## src/rtl/traffic_pkg.sv

```systemverilog
// Shared types and constants for the traffic light controller: state enum,
// per-state lamp patterns and interval-counter source encodings.
package traffic_pkg;

    typedef enum logic [2:0] {
        ST_INIT      = 3'd0,
        ST_N_GREEN   = 3'd1,
        ST_N_YELLOW  = 3'd2,
        ST_ALLRED_NE = 3'd3,
        ST_E_GREEN   = 3'd4,
        ST_E_YELLOW  = 3'd5,
        ST_ALLRED_EN = 3'd6,
        ST_EMERG     = 3'd7
    } tc_state_e;

    // One bit per lamp, north group then east group.
    typedef struct packed {
        logic nr;
        logic ng;
        logic ny;
        logic er;
        logic eg;
        logic ey;
    } lamp_t;

    localparam lamp_t LAMP_ALL_RED  = 6'b100_100;
    localparam lamp_t LAMP_N_GREEN  = 6'b010_100;
    localparam lamp_t LAMP_N_YELLOW = 6'b001_100;
    localparam lamp_t LAMP_E_GREEN  = 6'b100_010;
    localparam lamp_t LAMP_E_YELLOW = 6'b100_001;

    localparam logic [1:0] IC_RUN      = 2'b00;
    localparam logic [1:0] IC_FOLLOW_R = 2'b01;
    localparam logic [1:0] IC_NOT_LC   = 2'b10;
    localparam logic [1:0] IC_NOT_LNC  = 2'b11;

    function automatic lamp_t lamp_of(input tc_state_e s);
        case (s)
            ST_N_GREEN:  return LAMP_N_GREEN;
            ST_N_YELLOW: return LAMP_N_YELLOW;
            ST_E_GREEN:  return LAMP_E_GREEN;
            ST_E_YELLOW: return LAMP_E_YELLOW;
            default:     return LAMP_ALL_RED;
        endcase
    endfunction

    function automatic logic [1:0] ic_of(input tc_state_e s);
        case (s)
            ST_N_GREEN:               return IC_NOT_LC;
            ST_E_GREEN:               return IC_NOT_LNC;
            ST_N_YELLOW, ST_E_YELLOW: return IC_RUN;
            default:                  return IC_FOLLOW_R;
        endcase
    endfunction

endpackage

```

## src/rtl/tc_dwell_counter.sv

```systemverilog
// 8-bit saturating dwell counter: clear has priority, then counts up while
// enabled and holds at 255.
module tc_dwell_counter (
    input  logic       clk,
    input  logic       clear,
    input  logic       enable,
    output logic [7:0] count
);

    always_ff @(posedge clk) begin
        if (clear) begin
            count <= 8'd0;
        end else if (enable && count != 8'hFF) begin
            count <= count + 8'd1;
        end
    end

endmodule

```

## src/rtl/traffic_controller.sv

```systemverilog
// Two-direction traffic light controller with emergency override.
// Optional macro TRAFFIC_CTRL_DWELL_EN gates green exits on MIN_GREEN.
module traffic_controller
    import traffic_pkg::*;
#(
    parameter int MIN_GREEN = 8,
    parameter int ALLRED    = 2
) (
    input  logic       clk,
    input  logic       rst,
    input  logic       not_r,
    input  logic       c_and_l,
    input  logic       en_s,
    input  logic       l_or_notc,
    output logic       s_NR,
    output logic       s_NG,
    output logic       s_NY,
    output logic       s_ER,
    output logic       s_EG,
    output logic       s_EY,
    output logic       en_NR,
    output logic       en_NG,
    output logic       en_NY,
    output logic       en_ER,
    output logic       en_EG,
    output logic       en_EY,
    output logic [1:0] s_IC,
    output logic       en_IC,
    output tc_state_e  state_dbg,
    output logic [7:0] dwell_dbg,
    output logic       min_green_met
);

    localparam logic [7:0] ALLRED_LAST    = 8'(ALLRED - 1);
    localparam logic [7:0] MIN_GREEN_LAST = 8'(MIN_GREEN - 1);

    tc_state_e  state_q;
    tc_state_e  state_d;
    logic [7:0] dwell;
    logic       entry;
    logic       green_ok;
    lamp_t      lamp_q;
    logic       lamp_en_q;
    logic [1:0] s_ic_q;
    logic       en_ic_q;

    // A state visit starts on any transition and on every reset edge.
    assign entry = rst || (state_d != state_q);

    tc_dwell_counter u_dwell (
        .clk    (clk),
        .clear  (entry),
        .enable (1'b1),
        .count  (dwell)
    );

    assign min_green_met = (dwell >= MIN_GREEN_LAST);

`ifdef TRAFFIC_CTRL_DWELL_EN
    assign green_ok = min_green_met;
`else
    assign green_ok = 1'b1;
`endif

    always_comb begin
        state_d = state_q;
        if (state_q != ST_EMERG && !not_r) begin
            state_d = ST_EMERG;
        end else begin
            case (state_q)
                ST_INIT:      if (dwell == ALLRED_LAST)   state_d = ST_N_GREEN;
                ST_N_GREEN:   if (c_and_l && green_ok)    state_d = ST_N_YELLOW;
                ST_N_YELLOW:  if (en_s)                   state_d = ST_ALLRED_NE;
                ST_ALLRED_NE: if (dwell == ALLRED_LAST)   state_d = ST_E_GREEN;
                ST_E_GREEN:   if (l_or_notc && green_ok)  state_d = ST_E_YELLOW;
                ST_E_YELLOW:  if (en_s)                   state_d = ST_ALLRED_EN;
                ST_ALLRED_EN: if (dwell == ALLRED_LAST)   state_d = ST_N_GREEN;
                ST_EMERG:     if (not_r)                  state_d = ST_ALLRED_EN;
                default:                                  state_d = ST_INIT;
            endcase
        end
    end

    // Outputs are registered from the next state so they always match the
    // state that is current in the same cycle.
    always_ff @(posedge clk) begin
        if (rst) begin
            state_q   <= ST_INIT;
            lamp_q    <= LAMP_ALL_RED;
            lamp_en_q <= 1'b1;
            s_ic_q    <= IC_FOLLOW_R;
            en_ic_q   <= 1'b0;
        end else begin
            state_q   <= state_d;
            lamp_q    <= lamp_of(state_d);
            lamp_en_q <= (state_d != state_q);
            s_ic_q    <= ic_of(state_d);
            en_ic_q   <= 1'b1;
        end
    end

    assign s_NR = lamp_q.nr;
    assign s_NG = lamp_q.ng;
    assign s_NY = lamp_q.ny;
    assign s_ER = lamp_q.er;
    assign s_EG = lamp_q.eg;
    assign s_EY = lamp_q.ey;

    assign en_NR = lamp_en_q;
    assign en_NG = lamp_en_q;
    assign en_NY = lamp_en_q;
    assign en_ER = lamp_en_q;
    assign en_EG = lamp_en_q;
    assign en_EY = lamp_en_q;

    assign s_IC      = s_ic_q;
    assign en_IC     = en_ic_q;
    assign state_dbg = state_q;
    assign dwell_dbg = dwell;

endmodule

```

## config.mk

```make
export PLATFORM = sky130hd
export DESIGN_NAME = traffic_controller
export DESIGN_NICKNAME = d
export VERILOG_FILES = /design/src/rtl/traffic_pkg.sv /design/src/rtl/tc_dwell_counter.sv /design/src/rtl/traffic_controller.sv
export SDC_FILE = /design/constraint.sdc
export NUM_CORES = 1
export LEC_CHECK = 0
export CORE_MARGIN = 2
export CORE_UTILIZATION = 47
export DETAILED_ROUTE_END_ITERATION = 8
export PLACE_DENSITY = 0.82
export SYNTH_ARGS = -nofsm -noshare
export SYNTH_HDL_FRONTEND = slang
export SYNTH_HIERARCHICAL = 1
export SYNTH_SLANG_ARGS = --single-unit
```

## constraint.sdc

```tcl
create_clock -name clk -period 2.8 [get_ports clk]
set_input_delay 0.56 -clock clk [delete_from_list [all_inputs] [get_ports clk]]
set_output_delay 0.56 -clock clk [all_outputs]
set_load 0.005 [all_outputs]
```

==> run summary <==
Status: finished, final reports clean
# DRC: 0
Min-delay src: u_dwell/count[1]
Synth top area cells: dfxtp_1, mux2i_1, buf_4
Yosys warning count: 6
Met1 Track Usage GR: 0.223
Worst Hold Class: flop to flop
Nets@finish: 172
Vias in the first global route: 1042
Area growth from synthesis to layout: 35.4%
Core area: 2410 sq um
Largest net degree at the start of global routing: 14
Slowest stage cell, crit path: or4_1
Cts hold-fix bufs: 0
DR pass1 iterations: 4
Placed Instance Area: 1550 sq um
Post-layout minimum cycle time: 2.64 ns
Peak VDD IR: 279 uV
Async set or reset register ratio after synthesis: 0
R2r endpoint: u_dwell/count[1]
I/O Buffers: 32
Antenna Nets Post-Route: 0
Die area: 2900 sq um
RSZ-0062 raised after global routing: false
Fmax: 0.379 GHz
Post-synth top cells: dfxtp_1, nor2_1, a21oi_1, nand2_1
Final GP Congestion: 0.910
Initial antenna violation count: 0
Post-Syn Instances: 124
Arrival @ worst endpoint: 2.08 ns
Clock root cell: clkbuf_4
Share of post-route cells with drive strength above 1: 0.201
Die height: 53.9 um
Reg clk slew, reported paths: 0.12 ns
CP Cell Sequence: buf_4 > or4_1 > a311o_2 > clkdlybuf4s50_1
Hold EP: u_dwell/count[1]
Worst setup SP type: flop
Main flop type after synthesis: dfxtp_1
GRT overflow: 0
Syn_area_per_cell: 9.42 sq um
Post-route cell area: 1580 sq um
GRT met3 Usage: 0.0472
Final Setup Violations: 0
Static leakage: 0.617 nW
Met2 Track Usage GR: 0.368
Worst Setup End Kind: primary output
Unique masters post-synth: 55
TritonCTS clock tree: done
Sequential area share after synthesis: 0.360
Maxcap violations: 0
Cell Area, Synth: 1170 sq um
CTS H-tree lvls: 1
Fin crit share: 0.942
CP max stage delay: 0.46 ns
Drt total wl: 2.66 mm
Initial DRC count: 13
Critical path fanouts, max: 9
DP Wirelength: 1.94 mm
Cell taking the most area after synthesis: dfxtp_1
Buffers from clock root to sink, at most: 2
Cell with the most instances after synthesis: dfxtp_1
Reg2Reg Setup Slack: 0.18 ns
Fin. max-slew vios: 0
Die X: 53.9 um
Worst-Skew Late Latency: 0.29 ns
R2R cell count: 9
Setup TNS: 0 ns
Worst Path Required: 2.24 ns
Sink Count: 21
First-pass GRT wire length: 4.33 mm
Crit Path Category: flop to primary output
Cts bufs inserted: 3
Routed len/inst: 13.7 um
Layout Skew: 0.00687 ns
Ant diodes: 0
Initial Utilization: 0.485
Hold Path Stages: 2
Post-synthesis register bit count: 21
Rows: 18
R2R Path Start: u_dwell/count[1]
Endpoints failing hold: 0
PD cells: 379 nW/um^2
GRT busiest layer: met2
Number of vias per cell: 5.59
Total GRT Usage: 0.200
Routed vias: 1084
Area share of the largest cell type after synthesis: 0.360
Number of enable flip-flop cells after synthesis: 0
Top Ports: 33
==> cells by family after synthesis <==
family                   count (synthesis)  share of synthesized area
AO/OA/AOI/OAI                           29                      0.210
flip-flops                              21                      0.360
XOR/XNOR                                 2                     0.0150
buffers and inverters                   15                     0.0728
adder cells (fa/ha/maj)                  1                     0.0107
other                                    1                    0.00321
AND/OR/NAND/NOR                         50                      0.282
multiplexers                             5                     0.0471
==> per-layer routing <==
layer | vias up | routed length [um]
li1 | 532 | -
met1 | 499 | 1090
met2 | 49 | 1330
met3 | 4 | 198
met4 | 0 | 36
met5 | - | 0
==> critical path, delay by kind of cell, from the launching register on <==
kind / cells / cell delay (ns)
compound gates: 1 / 0.35
buf+inv: 2 / 0.61
flops: 1 / 0.35
simple gates: 1 / 0.46
==> cell usage in the layout (no fill, tap or decap), types with 2 or more instances in the layout <==
cell type	n
inv_1	4
o21ai_0	2
clkbuf_4	3
mux2i_1	4
buf_4	9
nor2_1	9
o21bai_1	2
nor3_1	5
dfxtp_1	21
nand2_1	6
nor2b_1	2
nand4_1	3
a21oi_1	6
or4b_1	2
or4_4	2
nand3_1	5
o211ai_1	2
and4_1	2
clkdlybuf4s50_1	32
a211oi_1	2
conb_1	6
a31oi_1	2
==> cell type report <==
| type | instances | area, sq um |
|---|---|---|
| clock buffer | 3 | 22.5 |
| timing repair buffer | 41 | 388 |
| sequential | 21 | 420 |
| clock inverter | 1 | 5.00 |
| multi-input combinational | 93 | 691 |
| tap | 30 | 37.5 |
| fill | 208 | 827 |
| inverter | 5 | 18.8 |
==> how the worst max path moves through the flow <==
stage,startpoint,to,cells past startpoint
2_1_floorplan,u_dwell/count[3],u_dwell/count[3],7
3_3_place_gp,en_s,u_dwell/count[3],8
3_5_place_dp,en_s,u_dwell/count[1],10
4_1_cts,u_dwell/count[4],min_green_met,3
5_1_grt,u_dwell/count[1],u_dwell/count[4],9
6_report,u_dwell/count[7],min_green_met,4
==> per-stage QoR <==
stage | total power, mW | worst slack (ns) | utilization | hold slack (ns) | cells
after floorplan | 0.407 | 0.301 | - | 0.534 | 129
after global placement | 0.457 | 0.0499 | 0.642 | 0.559 | 190
after detailed placement | 0.461 | 0.000304 | 0.642 | 0.587 | 190
after CTS | 0.600 | 0.163 | 0.653 | 0.605 | 194
after global routing | 0.628 | 0.00890 | 0.657 | 0.635 | 194
final | 0.599 | 0.163 | 0.657 | 0.597 | 194
==> report_power, final <==
part           switching [mW]  internal [mW]
logic                  0.0551         0.0746
clock network          0.0882         0.0531
registers              0.0169          0.311
total                   0.160          0.439
==> registers in the layout, summed over array words and instances (netlist names) <==
name / count
s_ER: 1
s_NY: 1
s_EG: 1
s_NR: 1
en_EG: 1
u_dwell/count: 8
s_IC: 2
state_dbg: 3
en_IC: 1
s_EY: 1
s_NG: 1
==> repair_timing <==
item,in CTS,in global routing
resized for setup,0,1
setup buffers,0,0
endpoints found under the setup margin,0,3
Power figures use the tool's default switching activity.
